### config.mk
export PLATFORM = sky130hd
export DESIGN_NAME = uart_cmd_parser
export DESIGN_NICKNAME = d
export VERILOG_FILES = /design/src/rtl/uart_cmd_parser.sv
export SDC_FILE = /design/constraint.sdc
export NUM_CORES = 1
export LEC_CHECK = 0
export ABC_CLOCK_PERIOD_IN_PS = 6250
export BUFFER_PORTS_ARGS = -buffer_cell sky130_fd_sc_hd__buf_2
export CAP_MARGIN = 25
export CORE_MARGIN = 2
export CORE_UTILIZATION = 55
export CTS_CLUSTER_DIAMETER = 60
export DETAILED_ROUTE_END_ITERATION = 6
export MAX_ROUTING_LAYER = met4
export PLACE_DENSITY = 0.72
export SLEW_MARGIN = 20
export SYNTH_ARGS = -nofsm -noshare
export SYNTH_HDL_FRONTEND = slang
export SYNTH_SLANG_ARGS = --single-unit
### constraint.sdc
create_clock -name iclk -period 6.25 [get_ports iclk]
set_clock_uncertainty 0.1 [all_clocks]
set_input_delay 1.5625 -clock iclk [delete_from_list [all_inputs] [get_ports iclk]]
set_output_delay 1.5625 -clock iclk [all_outputs]
set_load 0.01 [all_outputs]
### src/rtl/uart_cmd_parser.sv
// uart_cmd_parser: framed command decoder behind the UART receiver.
// Frame: AA 55 CMD LEN payload[LEN] CSUM, CSUM = CMD + LEN + sum(payload) mod 256.
// A good frame updates the command outputs and pulses cmd_valid_o; a bad,
// oversize or stalled frame pulses cmd_err_o with a reason code.
module uart_cmd_parser #(
  parameter int unsigned MAX_LEN     = 8,
  parameter logic [19:0] TIMEOUT_CYC = 20'd1000000
) (
  input  logic        iclk,
  input  logic        irst,
  input  logic        rx_done_i,
  input  logic [7:0]  rx_data_i,
  output logic        cmd_valid_o,
  output logic [7:0]  cmd_id_o,
  output logic [3:0]  cmd_len_o,
  output logic [63:0] cmd_payload_o,
  output logic        cmd_err_o,
  output logic [1:0]  cmd_err_code_o
);

  typedef enum logic [2:0] {
    S_HDR0,
    S_HDR1,
    S_CMD,
    S_LEN,
    S_PAY,
    S_CSUM
  } state_t;

  localparam logic [7:0] MAX_LEN_B = 8'(MAX_LEN);

  localparam logic [1:0] ERR_CSUM    = 2'd1;
  localparam logic [1:0] ERR_LEN     = 2'd2;
  localparam logic [1:0] ERR_TIMEOUT = 2'd3;

  state_t      state_reg, state_next;
  logic [7:0]  sum_reg, sum_next;
  logic [2:0]  idx_reg, idx_next;
  logic [3:0]  len_reg, len_next;
  logic [7:0]  id_reg, id_next;
  logic [63:0] pay_reg, pay_next;
  logic [19:0] tmo_reg, tmo_next;

  logic        valid_reg, valid_next;
  logic        err_reg, err_next;
  logic [1:0]  code_reg, code_next;
  logic [7:0]  out_id_reg, out_id_next;
  logic [3:0]  out_len_reg, out_len_next;
  logic [63:0] out_pay_reg, out_pay_next;

  // Payload lane controls produced by the FSM and consumed by the lane logic.
  logic        pay_clr;
  logic        pay_we;

  // A byte arriving on the terminal count takes priority over the timeout.
  logic        timeout_hit;
  assign timeout_hit = (state_reg != S_HDR0) && (tmo_reg == TIMEOUT_CYC) && !rx_done_i;

  // Working payload: each byte lane is either cleared at CMD, loaded when the
  // index selects it in PAY, or held.
  genvar gi;
  generate
    for (gi = 0; gi < 8; gi++) begin : g_lane
      assign pay_next[8*gi +: 8] = pay_clr ? 8'h00 :
                                   (pay_we && (idx_reg == 3'(gi))) ? rx_data_i :
                                   pay_reg[8*gi +: 8];
    end
  endgenerate

  // Next-state and datapath decode for the frame FSM and the byte-gap timer.
  always_comb begin
    state_next   = state_reg;
    sum_next     = sum_reg;
    idx_next     = idx_reg;
    len_next     = len_reg;
    id_next      = id_reg;
    pay_clr      = 1'b0;
    pay_we       = 1'b0;
    valid_next   = 1'b0;
    err_next     = 1'b0;
    code_next    = code_reg;
    out_id_next  = out_id_reg;
    out_len_next = out_len_reg;
    out_pay_next = out_pay_reg;

    // Timer idles at zero while hunting for a header and restarts on every byte.
    if (rx_done_i || (state_reg == S_HDR0) || timeout_hit) begin
      tmo_next = 20'd0;
    end else begin
      tmo_next = tmo_reg + 20'd1;
    end

    if (rx_done_i) begin
      case (state_reg)
        S_HDR0: begin
          if (rx_data_i == 8'hAA) state_next = S_HDR1;
        end
        S_HDR1: begin
          if (rx_data_i == 8'h55)      state_next = S_CMD;
          else if (rx_data_i == 8'hAA) state_next = S_HDR1;
          else                         state_next = S_HDR0;
        end
        S_CMD: begin
          id_next    = rx_data_i;
          sum_next   = rx_data_i;
          pay_clr    = 1'b1;
          state_next = S_LEN;
        end
        S_LEN: begin
          sum_next = sum_reg + rx_data_i;
          if (rx_data_i > MAX_LEN_B) begin
            err_next   = 1'b1;
            code_next  = ERR_LEN;
            state_next = S_HDR0;
          end else begin
            len_next = rx_data_i[3:0];
            idx_next = 3'd0;
            if (rx_data_i == 8'h00) state_next = S_CSUM;
            else                    state_next = S_PAY;
          end
        end
        S_PAY: begin
          pay_we   = 1'b1;
          sum_next = sum_reg + rx_data_i;
          idx_next = idx_reg + 3'd1;
          if ({1'b0, idx_reg} == (len_reg - 4'd1)) state_next = S_CSUM;
        end
        S_CSUM: begin
          if (rx_data_i == sum_reg) begin
            valid_next   = 1'b1;
            out_id_next  = id_reg;
            out_len_next = len_reg;
            out_pay_next = pay_reg;
          end else begin
            err_next  = 1'b1;
            code_next = ERR_CSUM;
          end
          state_next = S_HDR0;
        end
        default: state_next = S_HDR0;
      endcase
    end else if (timeout_hit) begin
      err_next   = 1'b1;
      code_next  = ERR_TIMEOUT;
      state_next = S_HDR0;
    end
  end

  // Register file for the FSM, working frame and registered outputs.
  always_ff @(posedge iclk) begin
    if (irst) begin
      state_reg   <= S_HDR0;
      sum_reg     <= 8'd0;
      idx_reg     <= 3'd0;
      len_reg     <= 4'd0;
      id_reg      <= 8'd0;
      pay_reg     <= 64'd0;
      tmo_reg     <= 20'd0;
      valid_reg   <= 1'b0;
      err_reg     <= 1'b0;
      code_reg    <= 2'd0;
      out_id_reg  <= 8'd0;
      out_len_reg <= 4'd0;
      out_pay_reg <= 64'd0;
    end else begin
      state_reg   <= state_next;
      sum_reg     <= sum_next;
      idx_reg     <= idx_next;
      len_reg     <= len_next;
      id_reg      <= id_next;
      pay_reg     <= pay_next;
      tmo_reg     <= tmo_next;
      valid_reg   <= valid_next;
      err_reg     <= err_next;
      code_reg    <= code_next;
      out_id_reg  <= out_id_next;
      out_len_reg <= out_len_next;
      out_pay_reg <= out_pay_next;
    end
  end

  assign cmd_valid_o    = valid_reg;
  assign cmd_err_o      = err_reg;
  assign cmd_err_code_o = code_reg;
  assign cmd_id_o       = out_id_reg;
  assign cmd_len_o      = out_len_reg;
  assign cmd_payload_o  = out_pay_reg;

endmodule

* Yosys cells after proc, flatten, opt, wreduce, memory -nomap -nowiden
Index checks and enable logic that the tools add are counted.
** Storage, ports and cells
- Output and inout port bits :: 80
- Bits of input ports :: 11
- Logic and storage cells :: 109
- Register bits :: 190
** Cells by class
- $lt $le $gt $ge :: 1
- Multiplexer cells :: 27
- Eq/ne operators :: 23
- Reduce and logical (&&, ||, !) cells :: 31
- Add/sub/neg operators :: 4
- Bitwise operators :: 3
** Operators by type and width (number)
- $add 20x1->20 const B :: 1
- $eq 20x20->1 const B :: 1
- $eq 3x3->1 const B :: 6
- $mux 3 :: 6
- $pmux 8 s2 :: 1
- $pmux 3 s5 :: 1
- $eq 3x2->1 const B :: 4
- $reduce_and 3->1 :: 4
- $mux 1 :: 11
- $logic_and 1x1->1 :: 10
- $mux 2 :: 5
- $ne 3x3->1 const B :: 3
- $add 8x8->8 :: 1
- $eq 8x7->1 const B :: 1
- $eq 8x8->1 :: 1
- $eq 8x8->1 const B :: 1
- $gt 8x4->1 const B :: 1
- $logic_not 8->1 :: 1
- $eq 3x1->1 const B :: 2
- $logic_not 3->1 :: 2
- $pmux 3 s2 :: 1
- $reduce_bool 2->1 :: 3
- $reduce_or 2->1 :: 3
- $eq 3x4->1 :: 1
- 14 further kinds :: 18

* Longest topological paths before layout
- Word-level depth :: 5
- Gate-level depth with buffers :: 9
- Depth with buffers taken out :: 8

* Worst setup path before layout
OpenSTA, ideal clock, no wires.
- Kind :: input-to-reg
- From :: in rx_data_i[2]
- To :: reg out_pay_reg[14] (netlist: cmd_payload_o[14])
- Cell stages on the path :: 9
- Path slack :: 2330 ps
- Arrival :: 3688 ps
- Data required time :: 6018 ps
- Cell sequence :: ha_1 > or4_1 > or4_4 > or2_1 > buf_2 > buf_6 > buf_6 > nand2_1 > a21oi_1
** Between the ends
- Longest elaborated chain between the ends :: 2
** Ends and longest elaborated chain
- start, declared :: line 12 : input logic [7:0] rx_data_i,
- $eq 8x8->1 :: line 129 : if (rx_data_i == sum_reg) begin
- $reduce_and 3->1 (no line)
- end signal, assigned :: line 178 : out_pay_reg <= out_pay_next;
- end, declared :: line 49 : logic [63:0] out_pay_reg, out_pay_next;
No other way between the ends.
A chain may end at the register's enable or synchronous reset.

* Final worst setup path
- From :: in rx_data_i[2]
- To :: reg out_pay_reg[15] (netlist: cmd_payload_o[15])
Same word-level chain as after synthesis.

==> reports/metrics.sh <==
CRITPATHREQUIREDTIME_NS=6.42
SYNTH_AREA_PER_CELL_UM2=8.18
ANTENNA_FOUND_INITIAL=0
POSTSYNTHCELLCOUNT=940
FIRST_GLOBAL_VIAS=5891
PWR_DENSITY_CELL_nW_PER_UM2=262
GRT_REMAINING_OVERFLOW=0
HOLDCRITPATHCLASS='flop to flop'
POSTPLACECELLAREA_UM2=8160
YOSYS.AREA.TOP_TYPE='sky130_fd_sc_hd__dfxtp_1'
FIN_UTIL=0.633
TIMING.CRITICAL_PATH.BUF_INV=2
FINAL_HOLD_VIOLS=0
MIN_PATH_CELLS=2
CTS_HOLD_BUFS=0
RR_WORST_DEPTH=7
DP_HPWL_MM=11.1
GP_CONGESTION=0.888
PRE_CTS_WS_NS=1.46
MAXIMUM_CLOCK_FREQUENCY_MHz=229
ARRIVAL_TIME_AT_THE_WORST_ENDPOINT_NS=4.54
SLEW_VIOL_FINAL=0
SLOWEST_STAGE='sky130_fd_sc_hd__or4_4'
START_UTIL=0.558
SYN_NETS=968
DRIVE_ABOVE_1_SHARE=0.134
MAPPEDNETLISTAREA_UM2=7690
CRIT_FAMILY='simple AND/OR/NAND/NOR gates'
SYN_TO_FINAL_GROWTH_PCT=13.5
PLACEMENTROWS=43
RUN_STATUS='finished, final reports clean'
MIN_PERIOD_OVER_PERIOD=0.699
CRIT_PATH_END_KIND='flop'
DIE_W_UM=122
ANTENNA_CELLS_INSERTED=0
VIASPERCELL=5.54
FIN_AREA_UM2=8720
FIN_TNS_SETUP_NS=0
CTS_TREE='yes'
IR_WORST_VDD_uV=222
YS_TOP_CELLS_BY_AREA='sky130_fd_sc_hd__dfxtp_1, sky130_fd_sc_hd__nand2_1, sky130_fd_sc_hd__a21oi_1'
SYNTH_SEQ_AREA_SHARE=0.495
CRIT_CHAIN='buf_2, ha_1, or4_1, or4_4, or2_2, buf_4, nand2_1, a21oi_1'
LAYOUT_MIN_CYCLE_TIME_NS=4.37
P_LEAK_nW=3.38
DRTITER0DRC=516
SYNTH-SEQ-CELLS=190
CTS_MADE_BUFFERS=17
CLK_PIN_SLEW_NS=0.07
CLOCK_TREE.HTREE_LEVEL_COUNT=4
TIMING.CRITICAL_PATH.FROM_TYPE='primary input'
SLEW_HEADROOM=0.372
YS_TYPES=54
POST_CTS_RESIZED=0
FINAL_CRITICAL_PATH_SETUP_SLACK_NS=1.88
GRT_START_MAX_NET_PINS=92
CTS_SINKS=190
PATH_DEPTH=8
ROUTED-VIA-COUNT=6572
FILLERS=1228
POST-CTS-SETUP-BUFFER-COUNT=0
CTSROOTBUFFERMASTER='sky130_fd_sc_hd__clkbuf_16'
CORE_REGION_AREA_UM2=13800
ANT_NETS=0
TIMING.HOLD.WS_NS=0.349
TOTAL_ITERATIONS_OF_THE_FIRST_DETAILED_ROUTING_RUN=5
DRT-WIRELENGTH-PER-CELL_UM=14.8
AREA.SEQUENTIAL_UM2=3800
TIMING.CRITICAL_PATH.SLOWEST_CELL_DELAY_NS=0.60
MULTI_INPUT_AREA_UM2=3560
FLOORPLAN.DIE_AREA_UM2=14900
TOTALWIRELENGTH_MM=17.6
WORSTSKEWPAIRLATENCY_NS=0.43
SYNTH_ENABLE_FLOP_CELLS=0
CRIT_PATH_MAX_FANOUT=54
FINISH.NET_COUNT=1022
TOP_LEVEL_PORTS=91
GRT_FIRST_PASS_WIRELENGTH_MM=29.1
PORT_BUFFERS=90
TIMING_WORST_SETUP_PATH_TYPE='primary input to flop'
SETUP_VIOLATIONS=0
UNREPAIRED_SETUP_ENDPOINTS_AFTER_GLOBAL_ROUTING='false'
ASYNC_FLOP_SHARE=0
SYNTH_LARGEST_TYPE_AREA_FRACTION=0.495
MAXCAP_VIOLATIONS=0
YOSYS_WARNINGS=0
TIGHTEST_SLEW_NS=0.942
CTS_BUFFER_DEPTH=2
GRTUSAGETOTAL=0.253
POST-ROUTE-DRC-COUNT=0
SYNTH-MAIN-FF-CELL='sky130_fd_sc_hd__dfxtp_1'
HEIGHT_OF_THE_CHIP_UM=122
-- worst paths after layout --
check	slack [ns]	startpoint	end
max	1.88	rx_data_i[2]	cmd_payload_o[15]
max reg2reg	3.04	sum_reg[2]	cmd_payload_o[15]
min reg2reg	0.35	pay_reg[57]	cmd_payload_o[57]
min	0.35	pay_reg[57]	cmd_payload_o[57]
-- Yosys cell counts (2+ instances only) --
library cell               instances
sky130_fd_sc_hd__nand2_1         234
sky130_fd_sc_hd__dfxtp_1         190
sky130_fd_sc_hd__a21oi_1         140
sky130_fd_sc_hd__nor2_1           74
sky130_fd_sc_hd__nand3_1          54
sky130_fd_sc_hd__clkbuf_1         48
sky130_fd_sc_hd__mux2i_1          26
sky130_fd_sc_hd__ha_1             16
sky130_fd_sc_hd__inv_1            16
sky130_fd_sc_hd__xnor2_1          13
sky130_fd_sc_hd__nor4_1           10
sky130_fd_sc_hd__xor2_1           10
sky130_fd_sc_hd__a31oi_1           7
sky130_fd_sc_hd__nor2b_1           7
sky130_fd_sc_hd__o21ai_0           7
sky130_fd_sc_hd__and4_1            6
sky130_fd_sc_hd__nor3_1            6
sky130_fd_sc_hd__or3_1             6
sky130_fd_sc_hd__a211oi_1          5
sky130_fd_sc_hd__and3_1            5
sky130_fd_sc_hd__buf_2             5
sky130_fd_sc_hd__or4_1             5
sky130_fd_sc_hd__buf_4             4
sky130_fd_sc_hd__buf_6             4
sky130_fd_sc_hd__nand4_1           4
sky130_fd_sc_hd__o21a_1            3
sky130_fd_sc_hd__a221oi_1          2
sky130_fd_sc_hd__a22o_1            2
sky130_fd_sc_hd__nand4b_1          2
sky130_fd_sc_hd__nor3b_1           2
sky130_fd_sc_hd__nor4bb_1          2
sky130_fd_sc_hd__o211ai_1          2
sky130_fd_sc_hd__o21bai_1          2
-- routing by layer --
metal / GRT usage / up-vias / wire length [µm]
li1: - / 3300 / -
met1: 0.340 / 3064 / 8250
met2: 0.385 / 183 / 8080
met3: 0.0567 / 25 / 951
met4: 0.0761 / 0 / 312
met5: - / - / 0
-- layout make-up --
class	count	area share
clock buffers	18	0.0504
inverters	16	0.00689
well taps	180	0.0258
flip-flops and latches	190	0.436
multi-input cells	672	0.408
clock inverters	14	0.0145
repair buffers	97	0.0580
-- stage by stage --
| stage | total power [mW] | std cells |
|---|---|---|
| 2_1_floorplan | 1.27 | 940 |
| 3_3_place_gp | 1.29 | 1155 |
| 3_5_place_dp | 1.29 | 1155 |
| 4_1_cts | 2.31 | 1187 |
| 5_1_grt | 2.36 | 1187 |
| 6_report | 2.29 | 1187 |
-- where the power goes --
part | switching (mW) | total, mW | internal, mW
Clock | 0.492 | 1.03 | 0.536
Combinational | 0.0427 | 0.0516 | 0.00891
Sequential | 0.0000441 | 1.21 | 1.21
-- worst reg2reg max path, stage by stage, from the launching register on --
cell	delay, ns
sky130_fd_sc_hd__dfxtp_1	0.32
sky130_fd_sc_hd__ha_1	0.34
sky130_fd_sc_hd__or4_1	0.54
sky130_fd_sc_hd__or4_4	0.60
sky130_fd_sc_hd__or2_2	0.52
sky130_fd_sc_hd__buf_4	0.38
sky130_fd_sc_hd__nand2_1	0.19
sky130_fd_sc_hd__a21oi_1	0.07
-- cell families after synthesis --
family          after synthesis  synth area share
compound gates              179             0.127
xor+xnor                     23            0.0262
fa+ha+maj                    17            0.0286
buf+inv                      78            0.0448
flops                       190             0.495
mux                          26            0.0339
simple gates                427             0.244
-- placed cells by master (no fill, tap or decap), drive strengths merged, types with 2 or more instances in the layout --
cell type  Yosys  final
nor3b          2      2
xnor2         13     13
ha            16     16
o21bai         2      2
inv           16     24
mux2i         26     26
nor3           6      6
dfxtp        190    190
a22o           2      2
nand2        234    234
clkbuf        48     18
o21ai          7      7
nor4          10     10
or4            6      6
or2            2      2
buf           14     97
xor2          10     10
or3            6      6
nor2b          7      7
a221oi         2      2
nor2          75     75
nand4          4      4
and3           5      5
a21oi        140    140
o211ai         2      2
a211oi         5      5
a31oi          7      7
o21a           3      3
nor4bb         2      2
nand4b         2      2
clkinv         0      5
nand3         54     54
and4           6      6
No activity file was read; power rests on OpenSTA's default activity.
